`src/rtl/alu_req_scheduler.sv`:
```
// -----------------------------------------------------------------------------
// alu_req_scheduler
//   Arbitrates two requesters onto one shared, purely combinational 8-bit ALU.
//   Only one transaction is in flight at a time, and it runs IDLE -> EXEC -> RESP.
//   When both requesters are valid, a round-robin pointer picks the winner.
//   The operands are held in registers for the whole transaction. The result is
//   registered in EXEC and is presented with valid/ready in RESP.
//
//   Optional feature: define ALU_SCHED_CNT_EN to add the gnt_cnt port. It carries
//   one saturating grant counter of CNT_W bits per requester.
//
// Ports
//   clk, rst_n         clock, asynchronous active-low reset
//   req_valid/ready    per-requester handshake (ready is one-hot or zero)
//   req_a/b            packed 8-bit operands, requester i on [8i+7:8i]
//   req_op             packed 2-bit opcodes, requester i on [2i+1:2i]
//   alu_a/b/op         operands driven to the shared ALU
//   alu_y/alu_flags    ALU result and {parity, overflow, greater, is_eq, less}
//   rsp_valid/ready    response handshake
//   rsp_id/y/flags     owner index and registered result/flags
//   busy               state is not IDLE
//   gnt_cnt            grant counters (only with ALU_SCHED_CNT_EN)
// -----------------------------------------------------------------------------
module alu_req_scheduler #(
    parameter int CNT_W = 8
) (
    input  logic             clk,
    input  logic             rst_n,
    input  logic [1:0]       req_valid,
    output logic [1:0]       req_ready,
    input  logic [15:0]      req_a,
    input  logic [15:0]      req_b,
    input  logic [3:0]       req_op,
    output logic [7:0]       alu_a,
    output logic [7:0]       alu_b,
    output logic [1:0]       alu_op,
    input  logic [7:0]       alu_y,
    input  logic [4:0]       alu_flags,
    output logic             rsp_valid,
    input  logic             rsp_ready,
    output logic             rsp_id,
    output logic [7:0]       rsp_y,
    output logic [4:0]       rsp_flags,
`ifdef ALU_SCHED_CNT_EN
    output logic [2*CNT_W-1:0] gnt_cnt,
`endif
    output logic             busy
);

    typedef enum logic [1:0] {IDLE, EXEC, RESP} state_t;

    state_t      state_q, state_d;
    logic        rr_ptr_q;
    logic [7:0]  a_q, b_q;
    logic [1:0]  op_q;
    logic        id_q;
    logic [7:0]  y_q;
    logic [4:0]  flags_q;

    logic        win;
    logic        accept;

    // The round-robin pointer only matters when both requesters are valid.
    // Otherwise the single valid requester wins.
    assign win = (req_valid == 2'b11) ? rr_ptr_q : req_valid[1];

    always_ff @(posedge clk or negedge rst_n) begin
        if (!rst_n) state_q <= IDLE;
        else        state_q <= state_d;
    end

    always_comb begin
        state_d   = state_q;
        req_ready = 2'b00;
        accept    = 1'b0;
        rsp_valid = 1'b0;
        case (state_q)
            IDLE: begin
                // rst_n gates ready so that no grant is shown while reset is held.
                if (rst_n && (req_valid != 2'b00)) begin
                    req_ready = win ? 2'b10 : 2'b01;
                    accept    = 1'b1;
                    state_d   = EXEC;
                end
            end
            EXEC: state_d = RESP;
            RESP: begin
                rsp_valid = 1'b1;
                if (rsp_ready) state_d = IDLE;
            end
            default: state_d = IDLE;
        endcase
    end

    always_ff @(posedge clk or negedge rst_n) begin
        if (!rst_n) begin
            rr_ptr_q <= 1'b0;
            a_q      <= '0;
            b_q      <= '0;
            op_q     <= '0;
            id_q     <= 1'b0;
            y_q      <= '0;
            flags_q  <= '0;
        end else begin
            if (accept) begin
                a_q      <= win ? req_a[15:8] : req_a[7:0];
                b_q      <= win ? req_b[15:8] : req_b[7:0];
                op_q     <= win ? req_op[3:2] : req_op[1:0];
                id_q     <= win;
                // The pointer moves away from the winner even if the other
                // requester was idle.
                rr_ptr_q <= ~win;
            end
            if (state_q == EXEC) begin
                y_q     <= alu_y;
                flags_q <= alu_flags;
            end
        end
    end

`ifdef ALU_SCHED_CNT_EN
    for (genvar i = 0; i < 2; i++) begin : g_cnt
        logic [CNT_W-1:0] cnt_q;
        always_ff @(posedge clk or negedge rst_n) begin
            if (!rst_n)
                cnt_q <= '0;
            else if (accept && (win == 1'(i)) && (cnt_q != {CNT_W{1'b1}}))
                cnt_q <= cnt_q + 1'b1;
        end
        assign gnt_cnt[CNT_W*i +: CNT_W] = cnt_q;
    end
`endif

    assign alu_a     = a_q;
    assign alu_b     = b_q;
    assign alu_op    = op_q;
    assign rsp_id    = id_q;
    assign rsp_y     = y_q;
    assign rsp_flags = flags_q;
    assign busy      = (state_q != IDLE);

endmodule

```
`config.mk`:
```
export PLATFORM = sky130hd
export DESIGN_NAME = alu_req_scheduler
export DESIGN_NICKNAME = d
export VERILOG_FILES = /design/src/rtl/alu_req_scheduler.sv
export SDC_FILE = /design/constraint.sdc
export NUM_CORES = 1
export LEC_CHECK = 0
export BUFFER_PORTS_ARGS = -buffer_cell sky130_fd_sc_hd__buf_2
export CORE_ASPECT_RATIO = 0.9
export CORE_UTILIZATION = 47
export DETAILED_ROUTE_END_ITERATION = 8
export GPL_TIMING_DRIVEN = 0
export PLACE_DENSITY = 0.85
export SLEW_MARGIN = 15
export SYNTH_ARGS = -nofsm -noshare
export SYNTH_HDL_FRONTEND = slang
export SYNTH_SLANG_ARGS = --single-unit
```
`constraint.sdc`:
```
create_clock -name clk -period 3.7 [get_ports clk]
set_input_delay 0.185 -clock clk [delete_from_list [all_inputs] [get_ports clk]]
set_output_delay 0.185 -clock clk [all_outputs]
set_load 0.02 [all_outputs]
```
==> flow_summary.json <==
{
  "placed_cells": 261,
  "cts_root_buf": "clkbuf_8",
  "tightest_slew_ns": 0.7692,
  "reg2reg_slack_ns": 2.14,
  "power.internal_mw": 1.048,
  "antenna_found_initial": 0,
  "cts_inserted_buffers": 5,
  "power.total_mw": 1.712,
  "required_ns": 3.51,
  "row_count": 19,
  "clock.fmax_ghz": 0.3835,
  "postRouteAntennaNets": 0,
  "grt_usage": 0.2176,
  "layout-drive-gt1-share": 0.5614,
  "core_area_um2": 3114,
  "drv_slew": 0,
  "nets": 281,
  "crit_arrival_ns": 2.42,
  "worstSetupPathType": "primary input to output pin",
  "peakVddDrop_mv": 0.4187,
  "rsz0062_at_grt": "no",
  "die-area_um2": 3587,
  "grt_remaining_overflow": 0,
  "critPathLaunchType": "primary input",
  "hold_ws_ns": 0.1209,
  "switching_power_mw": 0.6639,
  "gp_congestion": 0.8078,
  "n_antenna_cell": 0,
  "syn_nets": 184,
  "ys_types": 20,
  "drt-total-wl_mm": 3.529,
  "clock_skew_ns": 0.005020,
  "ys_ff_latch": 35,
  "holdPathStages": 2,
  "layout.cells.non_filler": 270,
  "post-cts-setup-buffers": 0,
  "sw_frac_of_total": 0.3879,
  "drtIter0Drc": 44,
  "rr_worst_depth": 4,
  "io_buffers": 89,
  "setup_slack_ns": 1.092,
  "grt_max_degree": 38,
  "status": "finished, final reports clean",
  "max-slew-margin-rel": 0.4872,
  "seq_area_frac_synth": 0.5560,
  "start_util": 0.5058,
  "cts_tree": "yes",
  "reg2reg_to": "alu_a[7]",
  "layout_min_cycle_time_ns": 2.608,
  "reg2reg_from": "state_q[1]",
  "place.detailed.hpwl_mm": 2.605,
  "clk_pin_slew_ns": 0.07,
  "cts_sinks": 35,
  "viasPerCell": 5.130,
  "first_global_vias": 1358,
  "ys_warn_count": 0,
  "drv_cap": 0,
  "syn_area_um2": 1575,
  "hold_viol_final": 0,
  "pwr-share-clk": 0.175,
  "cts_buffer_depth": 2,
  "syn_area_per_cell_um2": 12.12,
  "ioPinCount": 90,
  "die_y_um": 56.92,
  "dieWidth_um": 63.03,
  "cp-end-kind": "output pin",
  "finalSetupTns_ns": 0,
  "hp-start": "rsp_ready",
  "whs_endpoint": "state_q[1]",
  "leakagePower_nw": 1.124,
  "drc": 0,
  "area_delta_synth_final_pct": 38.84,
  "seqPwrFrac": 0.383,
  "hp-class": "primary input to flip-flop",
  "synthCells": 130,
  "power_frac_comb": 0.442,
  "place_ws_ns": 1.582,
  "ctsHtreeMaxLevel": 2,
  "vias": 1385,
  "wl_per_cell_um": 13.07,
  "cp_max_fo": 37,
  "powerDensity_nw_per_um2": 782.6,
  "grt_pass1_wl_mm": 5.996,
  "first_pass_iters": 4,
  "clk_latency_ns": 0.28,
  "fin_crit_sh": 0.7048,
  "setup_viol": 0
}
[metrics by stage]
step                cell area (um2)    util
floorplan                      1575       -
global placement               2073  0.6657
detailed placement             2073  0.6657
CTS                            2187  0.7023
global route                   2187  0.7023
finish                         2187  0.7023
[routing by layer]
layer,wire [um],track usage
met4,13,0.05980
met5,0,0
met3,308,0.06911
met2,1660,0.3518
met1,1546,0.2827
[worst max path at each step]
stage                    to  cells past startpoint       start  slack [ns]
2_1_floorplan      rr_ptr_q                      5  state_q[1]        2.09
4_1_cts        req_ready[1]                      7       rst_n        1.05
5_1_grt        req_ready[1]                      7       rst_n        0.88
6_report       req_ready[1]                      7       rst_n        1.09
3_3_place_gp   req_ready[1]                      6       rst_n        1.60
3_5_place_dp   req_ready[1]                      6       rst_n        1.58
[state kept, by name (all words and copies together), names as in the netlist]
register / cells
alu_a: 8
alu_b: 8
rsp_y: 8
rsp_flags: 5
alu_op: 2
state_q: 2
rr_ptr_q: 1
rsp_id: 1
[power groups by stage]
stage               registers (mW)  logic, mW  clock network [mW]
finish                       0.655      0.757               0.300
global placement             0.651      0.751                   0
global route                 0.677      0.809               0.327
CTS                          0.655      0.765               0.310
detailed placement           0.659      0.764                   0
floorplan                    0.869      0.281                   0
[cell usage after synthesis (all sizes together)]
cell type	count	area, um2
a21oi	2	10.01
and3	1	6.260
o21ai	2	10.01
clkbuf	4	15.01
nor3b	2	20.02
buf	7	56.30
nand2	19	71.32
nor3	18	135.1
inv	4	15.01
or3b	1	8.760
a221o	18	180.2
or2	1	6.260
mux2	13	146.4
nor2b	1	6.260
nand2b	2	12.51
dfrtp	35	875.8
[what timing repair did]
action / CTS / global route
hold endpoints to repair: 35 / 0
gates resized for setup: 0 / 0
hold buffers: 1 / 0
[final cells by class]
type / instances / area, um2
inverter: 4 / 15.01
multi-input combinational: 80 / 613.1
tap: 42 / 52.55
clock inverter: 1 / 7.507
sequential: 35 / 875.8
buffer: 11 / 71.32
fill: 255 / 927.1
timing repair buffer: 90 / 455.4
clock buffer: 7 / 96.34
[critical path: stages]
cell	delay [ns]
dlygate4sd3_1	0.52
buf_2	0.61
or3b_1	0.43
buf_6	0.16
buf_12	0.15
nor3b_2	0.18
buf_2	0.19
[layout by cell type, fill, tap and decap left out]
master	n
and3_1	1
mux2_2	13
nor3_2	9
nor3_1	9
a21oi_1	2
clkbuf_1	4
inv_1	4
buf_12	1
nor2b_1	1
a221o_1	18
dlygate4sd3_1	1
dfrtp_1	35
nor3b_1	1
or2_2	1
clkinvlp_4	1
buf_6	1
buf_2	94
nand2_1	19
or3b_1	1
nand2b_1	2
o21ai_0	2
nor3b_2	1
clkbuf_8	7
[logic make-up (layout without fill, tap and decap cells)]
family	count (synthesis)	count (layout)	synth area share
AOI/OAI and AO/OA	22	22	0.1271
buffers and inverters	15	113	0.05480
DFF	35	35	0.5560
muxes	13	13	0.09293
and+or+nand+nor	45	45	0.1692
No activity file was read; power rests on OpenSTA's default activity.
